### config.mk
export PLATFORM = sky130hd
export DESIGN_NAME = universal_shift_sequencer
export DESIGN_NICKNAME = d
export VERILOG_FILES = /design/src/rtl/universal_shift_sequencer.sv
export SDC_FILE = /design/constraint.sdc
export NUM_CORES = 1
export LEC_CHECK = 0
export CAP_MARGIN = 20
export CORE_MARGIN = 5
export CORE_UTILIZATION = 53
export CTS_BUF_LIST = sky130_fd_sc_hd__clkbuf_4 sky130_fd_sc_hd__clkbuf_8
export CTS_CLUSTER_DIAMETER = 60
export DETAILED_ROUTE_END_ITERATION = 8
export HOLD_SLACK_MARGIN = 0.15
export PLACE_DENSITY = 0.86
export SLEW_MARGIN = 20
export SYNTH_ARGS = -nofsm -noshare
export SYNTH_HDL_FRONTEND = slang
export SYNTH_SLANG_ARGS = --single-unit
### constraint.sdc
create_clock -name clk -period 4.43 [get_ports clk]
set_input_delay 0.886 -clock clk [delete_from_list [all_inputs] [get_ports clk]]
set_output_delay 0.886 -clock clk [all_outputs]
set_load 0.02 [all_outputs]
### src/rtl/universal_shift_sequencer.sv
// universal_shift_sequencer
// Parametrised universal shift register driven by a valid/ready command port.
// HOLD, LOAD and CLR complete at the accept edge. Shift and rotate ops
// (SRL, SLL, ROR, ROL, ASR) run one bit per clock for cmd_count steps.
//
// Ports:
//   clk        rising-edge clock
//   rst_n      asynchronous active-low reset
//   cmd_valid  command offered
//   cmd_ready  block can accept a command this cycle (high in IDLE)
//   cmd_op     3-bit operation code
//   cmd_count  number of single-bit steps for shift/rotate ops
//   d          parallel load data, sampled only at a LOAD accept
//   sin        serial input, sampled live on every shift step
//   q          register contents
//   sout       last bit shifted or rotated out
//   busy       shift sequence in progress
//   done       one-cycle completion pulse
module universal_shift_sequencer #(
  parameter int WIDTH = 8,
  parameter int CNT_W = 4
) (
  input  logic             clk,
  input  logic             rst_n,
  input  logic             cmd_valid,
  output logic             cmd_ready,
  input  logic [2:0]       cmd_op,
  input  logic [CNT_W-1:0] cmd_count,
  input  logic [WIDTH-1:0] d,
  input  logic             sin,
  output logic [WIDTH-1:0] q,
  output logic             sout,
  output logic             busy,
  output logic             done
);

  typedef enum logic [2:0] {
    OP_HOLD = 3'b000,
    OP_LOAD = 3'b001,
    OP_SRL  = 3'b010,
    OP_SLL  = 3'b011,
    OP_ROR  = 3'b100,
    OP_ROL  = 3'b101,
    OP_ASR  = 3'b110,
    OP_CLR  = 3'b111
  } op_e;

  typedef enum logic {
    IDLE = 1'b0,
    RUN  = 1'b1
  } state_e;

  state_e           state;
  state_e           state_next;
  op_e              op_in;
  op_e              op_reg;
  logic [CNT_W-1:0] cnt_reg;
  logic [WIDTH-1:0] q_reg;
  logic             sout_reg;
  logic             done_reg;
  logic             accept;
  logic             is_shift;
  logic             last_step;
  logic [WIDTH-1:0] step_q;
  logic             step_out;

  assign op_in     = op_e'(cmd_op);
  assign accept    = cmd_valid && cmd_ready;
  // Everything except HOLD, LOAD and CLR is a multi-cycle shift/rotate op.
  assign is_shift  = (op_in != OP_HOLD) && (op_in != OP_LOAD) && (op_in != OP_CLR);
  assign last_step = (cnt_reg == CNT_W'(1));

  // State register.
  always_ff @(posedge clk or negedge rst_n) begin
    if (!rst_n) begin
      state <= IDLE;
    end else begin
      state <= state_next;
    end
  end

  // Next-state logic: only a shift op with a non-zero count enters RUN,
  // and RUN is left on the edge that performs the final step.
  always_comb begin
    state_next = state;
    case (state)
      IDLE: begin
        if (accept && is_shift && (cmd_count != '0)) begin
          state_next = RUN;
        end
      end
      RUN: begin
        if (last_step) begin
          state_next = IDLE;
        end
      end
      default: state_next = IDLE;
    endcase
  end

  // Output logic: the handshake and busy flag depend on the state only.
  always_comb begin
    cmd_ready = 1'b0;
    busy      = 1'b0;
    case (state)
      IDLE:    cmd_ready = 1'b1;
      RUN:     busy      = 1'b1;
      default: cmd_ready = 1'b0;
    endcase
  end

  // Single-step result for the latched op. sin is used live here so a
  // serial stream can change from one step to the next.
  always_comb begin
    step_q   = q_reg;
    step_out = sout_reg;
    case (op_reg)
      OP_SRL: begin
        step_q   = {sin, q_reg[WIDTH-1:1]};
        step_out = q_reg[0];
      end
      OP_SLL: begin
        step_q   = {q_reg[WIDTH-2:0], sin};
        step_out = q_reg[WIDTH-1];
      end
      OP_ROR: begin
        step_q   = {q_reg[0], q_reg[WIDTH-1:1]};
        step_out = q_reg[0];
      end
      OP_ROL: begin
        step_q   = {q_reg[WIDTH-2:0], q_reg[WIDTH-1]};
        step_out = q_reg[WIDTH-1];
      end
      OP_ASR: begin
        step_q   = {q_reg[WIDTH-1], q_reg[WIDTH-1:1]};
        step_out = q_reg[0];
      end
      default: begin
        step_q   = q_reg;
        step_out = sout_reg;
      end
    endcase
  end

  // Datapath. The accept edge of a shift op only latches op and count;
  // bits move on the following RUN edges. done is a registered pulse that
  // is cleared every cycle unless a command completes on this edge.
  always_ff @(posedge clk or negedge rst_n) begin
    if (!rst_n) begin
      q_reg    <= '0;
      sout_reg <= 1'b0;
      done_reg <= 1'b0;
      cnt_reg  <= '0;
      op_reg   <= OP_HOLD;
    end else begin
      done_reg <= 1'b0;
      case (state)
        IDLE: begin
          if (accept) begin
            case (op_in)
              OP_HOLD: done_reg <= 1'b1;
              OP_LOAD: begin
                q_reg    <= d;
                done_reg <= 1'b1;
              end
              OP_CLR: begin
                q_reg    <= '0;
                done_reg <= 1'b1;
              end
              default: begin
                if (cmd_count == '0) begin
                  done_reg <= 1'b1;
                end else begin
                  op_reg  <= op_in;
                  cnt_reg <= cmd_count;
                end
              end
            endcase
          end
        end
        RUN: begin
          q_reg    <= step_q;
          sout_reg <= step_out;
          cnt_reg  <= cnt_reg - CNT_W'(1);
          if (last_step) begin
            done_reg <= 1'b1;
          end
        end
        default: done_reg <= 1'b0;
      endcase
    end
  end

  assign q    = q_reg;
  assign sout = sout_reg;
  assign done = done_reg;

endmodule

==> qor.csv, run 1 <==
stage;metric;value;unit
hold_path;hold_sp;cnt_reg[0];
setup_path;Crit-path slowest cell;dfrtp_1;
sta;fin crit period;2820;ps
sta;relative slew slack;40.19;%
setup_path;crit path max fanout;13;
cells_and_area;P&R area growth vs syn;29.66;%
synth;post-synthesis net count;133;
synth;Post-synth EDFFs;0;
sta;part of the cycle the worst path needs;63.66;%
setup_path;R2R Setup Slk;2200;ps
sta;slew at the pin closest to its max-slew limit;893.0;ps
clocking;maximum clock path buffer count;2;
global_route;GR Util met1;21.95;%
cells_and_area;share of layout cells above drive strength 1;12.14;%
hold_path;Worst Hold Depth;1;
drt;drt total wl;2.571;mm
global_route;most used routing layer;met2;
setup_path;startpoint types;register;
clocking;Clk Latency, worst-skew pair;300;ps
global_route;initial antenna violation count;0;
power;total power;1.088;mW
setup_path;Critical path buffers and inverters;2;
clocking;Num CTS Buffers;3;
setup_path;worst reg2reg startpoint;state;
placed_design;placed insts;163;
placed_design;DP Area;1435;um^2
synth;most numerous cell in the Yosys netlist;dfrtp_1;
placed_design;Detail Placement HPWL;1.986;mm
sta;RSZ-0062 raised after global routing;no;
synth;top area cells in the synthesized netlist;dfrtp_1 40%, mux2i_1 8.8%, mux2_4 5.3%;
cells_and_area;Inserted Diodes;0;
sta;Finish-stage setup viols;0;
clocking;clk slew on worst S/H paths;110;ps
cells_and_area;nets;162;
synth;Syn Inst Count;112;
power;Leak;0.6311;nW
power;worst vdd ir;442.6;uV
synth;Main synth FF type;dfrtp_1;
setup_path;Critical Path AT;1930;ps
setup_path;slowest stage delay, CP;640;ps
synth;Yosys warning count;0;
sta;Hold Vio Cnt, Final;0;
synth;Syn Std Cell Area;1135;um^2
clocking;root buf cell;clkbuf_4;
die;core area;2002;um^2
global_route;largest net degree at the start of global routing;19;
setup_path;Reg-to-Reg End;q[6];
synth;Synth top area share;39.69;%
sta;maximum clock rate;354.6;MHz
cells_and_area;max reg flops;8;
clocking;clock sink count;18;
placed_design;port buffer count;30;
synth;Yosys reg bits;18;
placed_design;Placer Congestion;0.8311;
drt;WL per Instance;15.40;um
die;die height;56.28;um
die;die area;3167;um^2
synth;commonest cells in the synthesized netlist;18 x dfrtp_1, 10 x mux2i_1, 10 x nand2_1;
clocking;CTS tree;done;
synth;Seq/Total Area, Yosys;39.69;%
die;Rows;16;
die;Die W;56.28;um
sta;final setup TNS;0;ps
setup_path;Worst Path Required;3540;ps
global_route;global-route usage over all layers;18.15;%
clocking;htree depth;1;
flow_run;max-cap viol count;0;
synth;Post-synth ARST share;100.0;%
sta;fin. max-slew vios;0;
clocking;hold buffers post-CTS;0;
cells_and_area;number of fill cells in the layout;157;
setup_path;CP Capture Type;primary output;
synth;Synth Area per Inst;10.13;um^2
global_route;grt total ovfl;0;
drt;DRC violations left;0;
setup_path;critical-path cell list;clkinv_1, clkdlybuf4s50_1;
die;IO Count;31;
setup_path;R2R depth;4;
cells_and_area;non-filler instance count after layout;167;
synth;largest area contributor in the netlist;dfrtp_1;
drt;post-route antenna net violation count;0;
sta;clock skew;3.714;ps
power;Power Dens Cells;739.3;nW/um^2
setup_path;family with the most delay on the worst path;buffers and inverters;
hold_path;Hold Crit Endpoint;cnt_reg[0];
synth;post-synth cell types;38;
global_route;first-pass GRT wire length;4.588;mm
drt;initial drt markers;30;
global_route;vias in the first global route;1011;
global_route;met2 Use GR;29.22;%
clocking;Post-CTS Resized;0;
setup_path;critical path class;register to primary output;
cells_and_area;Finished Cell Area;1471;um^2
drt;Vias/cell;5.880;
outcome;status;complete, no violations;
clocking;Post-CTS Setup Repair Bufs;0;
cells_and_area;post-layout util;73.50;%
drt;Detailed Routing Iterations Pass 1;4;
hold_path;Hold Path Class;register to register;
die;initial core utilization;56.69;%
drt;via count;982;
global_route;met3 Usage GRT;4.587;%
-- kinds of logic after synthesis --
logic type / count (synthesis) / share of synthesized area (%)
and+or+nand+nor: 32 / 15.99
AOI/OAI and AO/OA: 28 / 17.31
DFF: 18 / 39.69
muxes: 17 / 17.09
buffers and inverters: 11 / 4.629
xor gates and xnor gates: 4 / 3.088
adders and majority gates: 2 / 2.205
-- power by group --
part | switching (mW) | total [mW] | internal [mW]
registers | 0.131 | 0.380 | 0.249
logic | 0.282 | 0.605 | 0.322
clock network | 0.0529 | 0.103 | 0.0502
total | 0.466 | 1.09 | 0.622
-- cells in the final DEF, fill, tap and decap left out, drive strengths merged, types with 4 or more instances in the layout --
cell type      Yosys  final
nand2             10     10
nor2               7      7
mux2i             10     10
mux2               7      7
a221oi             5      5
dfrtp             18     18
clkbuf             1      4
clkdlybuf4s50      0     30
inv                4      4
a21oi              8      8
nand3              5      5
-- routing by layer --
metal  up-vias  share of wire, %
met4         0               2.1
met5         -                 0
met2        29                51
met1       475                42
li1        471                 -
met3         7               5.1
-- metrics by stage --
stage                     hold WS, ps  setup slack [ps]
after global placement          521.4              1871
after detailed placement        525.1              1852
final                           547.5              1610
after global routing            566.5              1498
after floorplan                 494.8              2383
after CTS                       555.2              1600
-- how the worst max path moves through the flow --
stage,startpoint,end,depth (start not counted)
floorplan,cmd_count[2],cnt_reg[2],4
global placement,cmd_count[2],cnt_reg[2],5
detailed placement,cmd_count[2],op_reg[0],5
CTS,state,cmd_ready,2
global route,state,cmd_ready,2
finish,state,cmd_ready,2
-- cell type report --
| cell class | count | area [um^2] | share of cell area, % |
|---|---|---|---|
| Multi-Input combinational cell | 83 | 631.9 | 42.94 |
| Sequential cell | 18 | 450.4 | 30.61 |
| Timing Repair Buffer | 30 | 300.3 | 20.41 |
| Clock buffer | 4 | 36.28 | 2.466 |
| Tap cell | 27 | 33.78 | 2.296 |
| Inverter | 5 | 18.77 | 1.276 |
Note: power is estimated with default switching activity, not from simulation.
==> inputs of run 2 (changes only) <==
CORE_UTILIZATION = 49   (was 53)
PLACE_DENSITY = 0.8   (was 0.86)
clock period = 2.8 ns   (was 4.43 ns; I/O delays follow)
==> run 2 against run 1 <==
Sequential share of layout area fell by 0.052 points. Wire length is 4.0% higher. Register-to-register slack got worse by 1200 ps. Core utilization shrank 6.9 points. Critical path type unchanged. Largest cell class unchanged. Largest power group unchanged. Highest routed layer unchanged.
==> qor.csv, run 2 (synthesis gave the netlist of run 1 again) <==
stage;metric;value;unit;change
power;Psw;743.6;uW;+60%
placed_design;Placer Congestion;0.7825;;-5.8%
global_route;grt total ovfl;0;;unchanged
die;core area;2212;um^2;+10%
die;die height;58.13;um;+3.3%
global_route;vias in the first global route;1016;;+0.49%
die;initial core utilization;51.30;%;-5.4 points
hold_path;Hold Path Class;register to register;;
power;Power Dens Cells;1168;nW/um^2;+58%
cells_and_area;share of layout cells above drive strength 1;12.77;%;+0.62 points
placed_design;placed insts;166;;+1.8%
flow_run;max-cap viol count;0;;unchanged
die;Die W;58.13;um;+3.3%
setup_path;crit path launch;state;;
placed_design;Detail Placement HPWL;2.058;mm;+3.7%
drt;Vias/cell;5.775;;-1.8%
clocking;htree depth;1;;unchanged
global_route;first-pass GRT wire length;4.726;mm;+3.0%
clocking;clock sink count;18;;unchanged
sta;relative slew slack;46.66;%;+6.5 points
setup_path;critical path class;register to primary output;;
sta;clock skew;1.537;ps;-2.178 ps
setup_path;Reg-to-Reg End;q[0];;
drt;Detailed Routing Iterations Pass 1;4;;unchanged
sta;final setup TNS;0;ps;unchanged
setup_path;R2R depth;5;;+1
cells_and_area;P&R area growth vs syn;29.88;%;
cells_and_area;nets;164;;+1.2%
setup_path;worst reg2reg startpoint;op_reg[1];;
global_route;largest net degree at the start of global routing;19;;unchanged
setup_path;Worst Path Required;2240;ps;-1300 ps
power;share of power burned in registers;33.6;%;-1.4 points
setup_path;CP Capture Type;primary output;;
cells_and_area;most frequent cells in the layout;30 x clkdlybuf4s50_1, 18 x dfrtp_1, 10 x nand2_1, 10 x mux2i_1, 8 x a21oi_1;;
clocking;CTS tree;done;;
drt;drt total wl;2.673;mm;+4.0%
power;Leak;0.6336;nW;+0.39%
cells_and_area;non-filler instance count after layout;169;;+1.2%
power;Switching Fraction;43.20;%;+0.36 points
sta;Hold Vio Cnt, Final;0;;unchanged
clocking;maximum clock path buffer count;2;;unchanged
drt;initial drt markers;23;;-23%
power;Internal Power;977.6;uW;+57%
clocking;Num CTS Buffers;3;;unchanged
sta;fin. max-slew vios;0;;unchanged
cells_and_area;number of fill cells in the layout;175;;+11%
sta;RSZ-0062 raised after global routing;no;;
placed_design;port buffer count;30;;unchanged
power;worst vdd ir;674.9;uV;+52%
drt;via count;976;;-0.61%
clocking;Clk Latency, worst-skew pair;290;ps;about the same
setup_path;worst setup path endpoint;busy;;
setup_path;Critical Path AT;1510;ps;-420 ps
drt;post-route antenna net violation count;0;;unchanged
power;combinational share of power;59.0;%;+3.4 points
die;IO Count;31;;unchanged
outcome;status;complete, no violations;;
clocking;Post-CTS Setup Repair Bufs;0;;unchanged
power;clock power share;7.5;%;-2.0 points
clocking;clk slew on worst S/H paths;100;ps;about the same
die;die area;3379;um^2;+6.7%
sta;fin crit period;2066;ps;
sta;part of the cycle the worst path needs;73.79;%;
cells_and_area;Finished Cell Area;1474;um^2;+0.17%
cells_and_area;commonest non-fill, non-tap cell in the layout;clkdlybuf4s50_1;;
sta;Finish-stage setup viols;0;;unchanged
clocking;hold buffers post-CTS;0;;unchanged
cells_and_area;max reg flops;8;;unchanged
setup_path;startpoint types;register;;
placed_design;DP Area;1451;um^2;+1.1%
setup_path;R2R Setup Slk;960;ps;-1240 ps
sta;slew at the pin closest to its max-slew limit;797.6;ps;-95.42 ps
setup_path;crit path max fanout;11;;-2
cells_and_area;Inserted Diodes;0;;unchanged
drt;WL per Instance;15.82;um;+2.7%
clocking;Post-CTS Resized;0;;unchanged
cells_and_area;Reg area;450.4;um^2;unchanged
global_route;initial antenna violation count;0;;unchanged
global_route;global-route usage over all layers;18.35;%;+0.20 points
clocking;root buf cell;clkbuf_4;;
die;Rows;17;;+1
sta;maximum clock rate;484.0;MHz;
cells_and_area;multi-input logic area;631.9;um^2;unchanged
drt;DRC violations left;0;;unchanged
## run 2: cell types whose count changed in the layout (fill, tap and decap cells not counted), sizes merged
cell	delta
buf	+2
clkbuf	-1
## run 2: per-layer routing
metal	vias up	routed length [um]	track usage, %
li1	470	-	-
met1	472	1159	22.93
met2	28	1297	28.71
met3	6	139	4.232
met4	0	76	10.93
met5	-	0	0
## run 2: layout make-up
type                    count  share of cell area, %
clock buffers               3                  1.528
inverters                   5                  1.273
multi-input cells          83                  42.87
flip-flops and latches     18                  30.56
well taps                  28                  2.377
repair buffers             32                  21.39
## run 2: per-stage QoR
stage	hold WS [ps]	util, %	total power, mW	worst slack, ps
CTS	544.5	66.63	1.733	720.1
global route	607.1	66.63	1.875	635.1
floorplan	264.4	-	1.261	1079
global placement	516.5	65.61	1.562	579.9
detailed placement	522.1	65.61	1.599	577.3
finish	539.9	66.63	1.721	734.0
## run 2: worst max-delay path, stage by stage (launching register included)
cell and delay, ps:
dfrtp_1 390, buf_4 200, clkdlybuf4s50_1 630
## run 2: worst min-delay path by stage
stage | to | slack, ps | cells past startpoint | start
after floorplan | cnt_reg[0] | 260 | 0 | rst_n
after global placement | sout | 520 | 2 | sout
after detailed placement | sout | 520 | 2 | sout
after CTS | sout | 540 | 2 | sout
after global routing | sout | 610 | 2 | sout
final | sout | 540 | 2 | sout
## run 2: power by group through the flow
stage	clock network [mW]	registers (mW)	logic (mW)
after detailed placement	0	0.583	1.02
final	0.128	0.578	1.01
after floorplan	0	0.590	0.671
after global placement	0	0.572	0.990
after global routing	0.150	0.609	1.12
after CTS	0.133	0.577	1.02
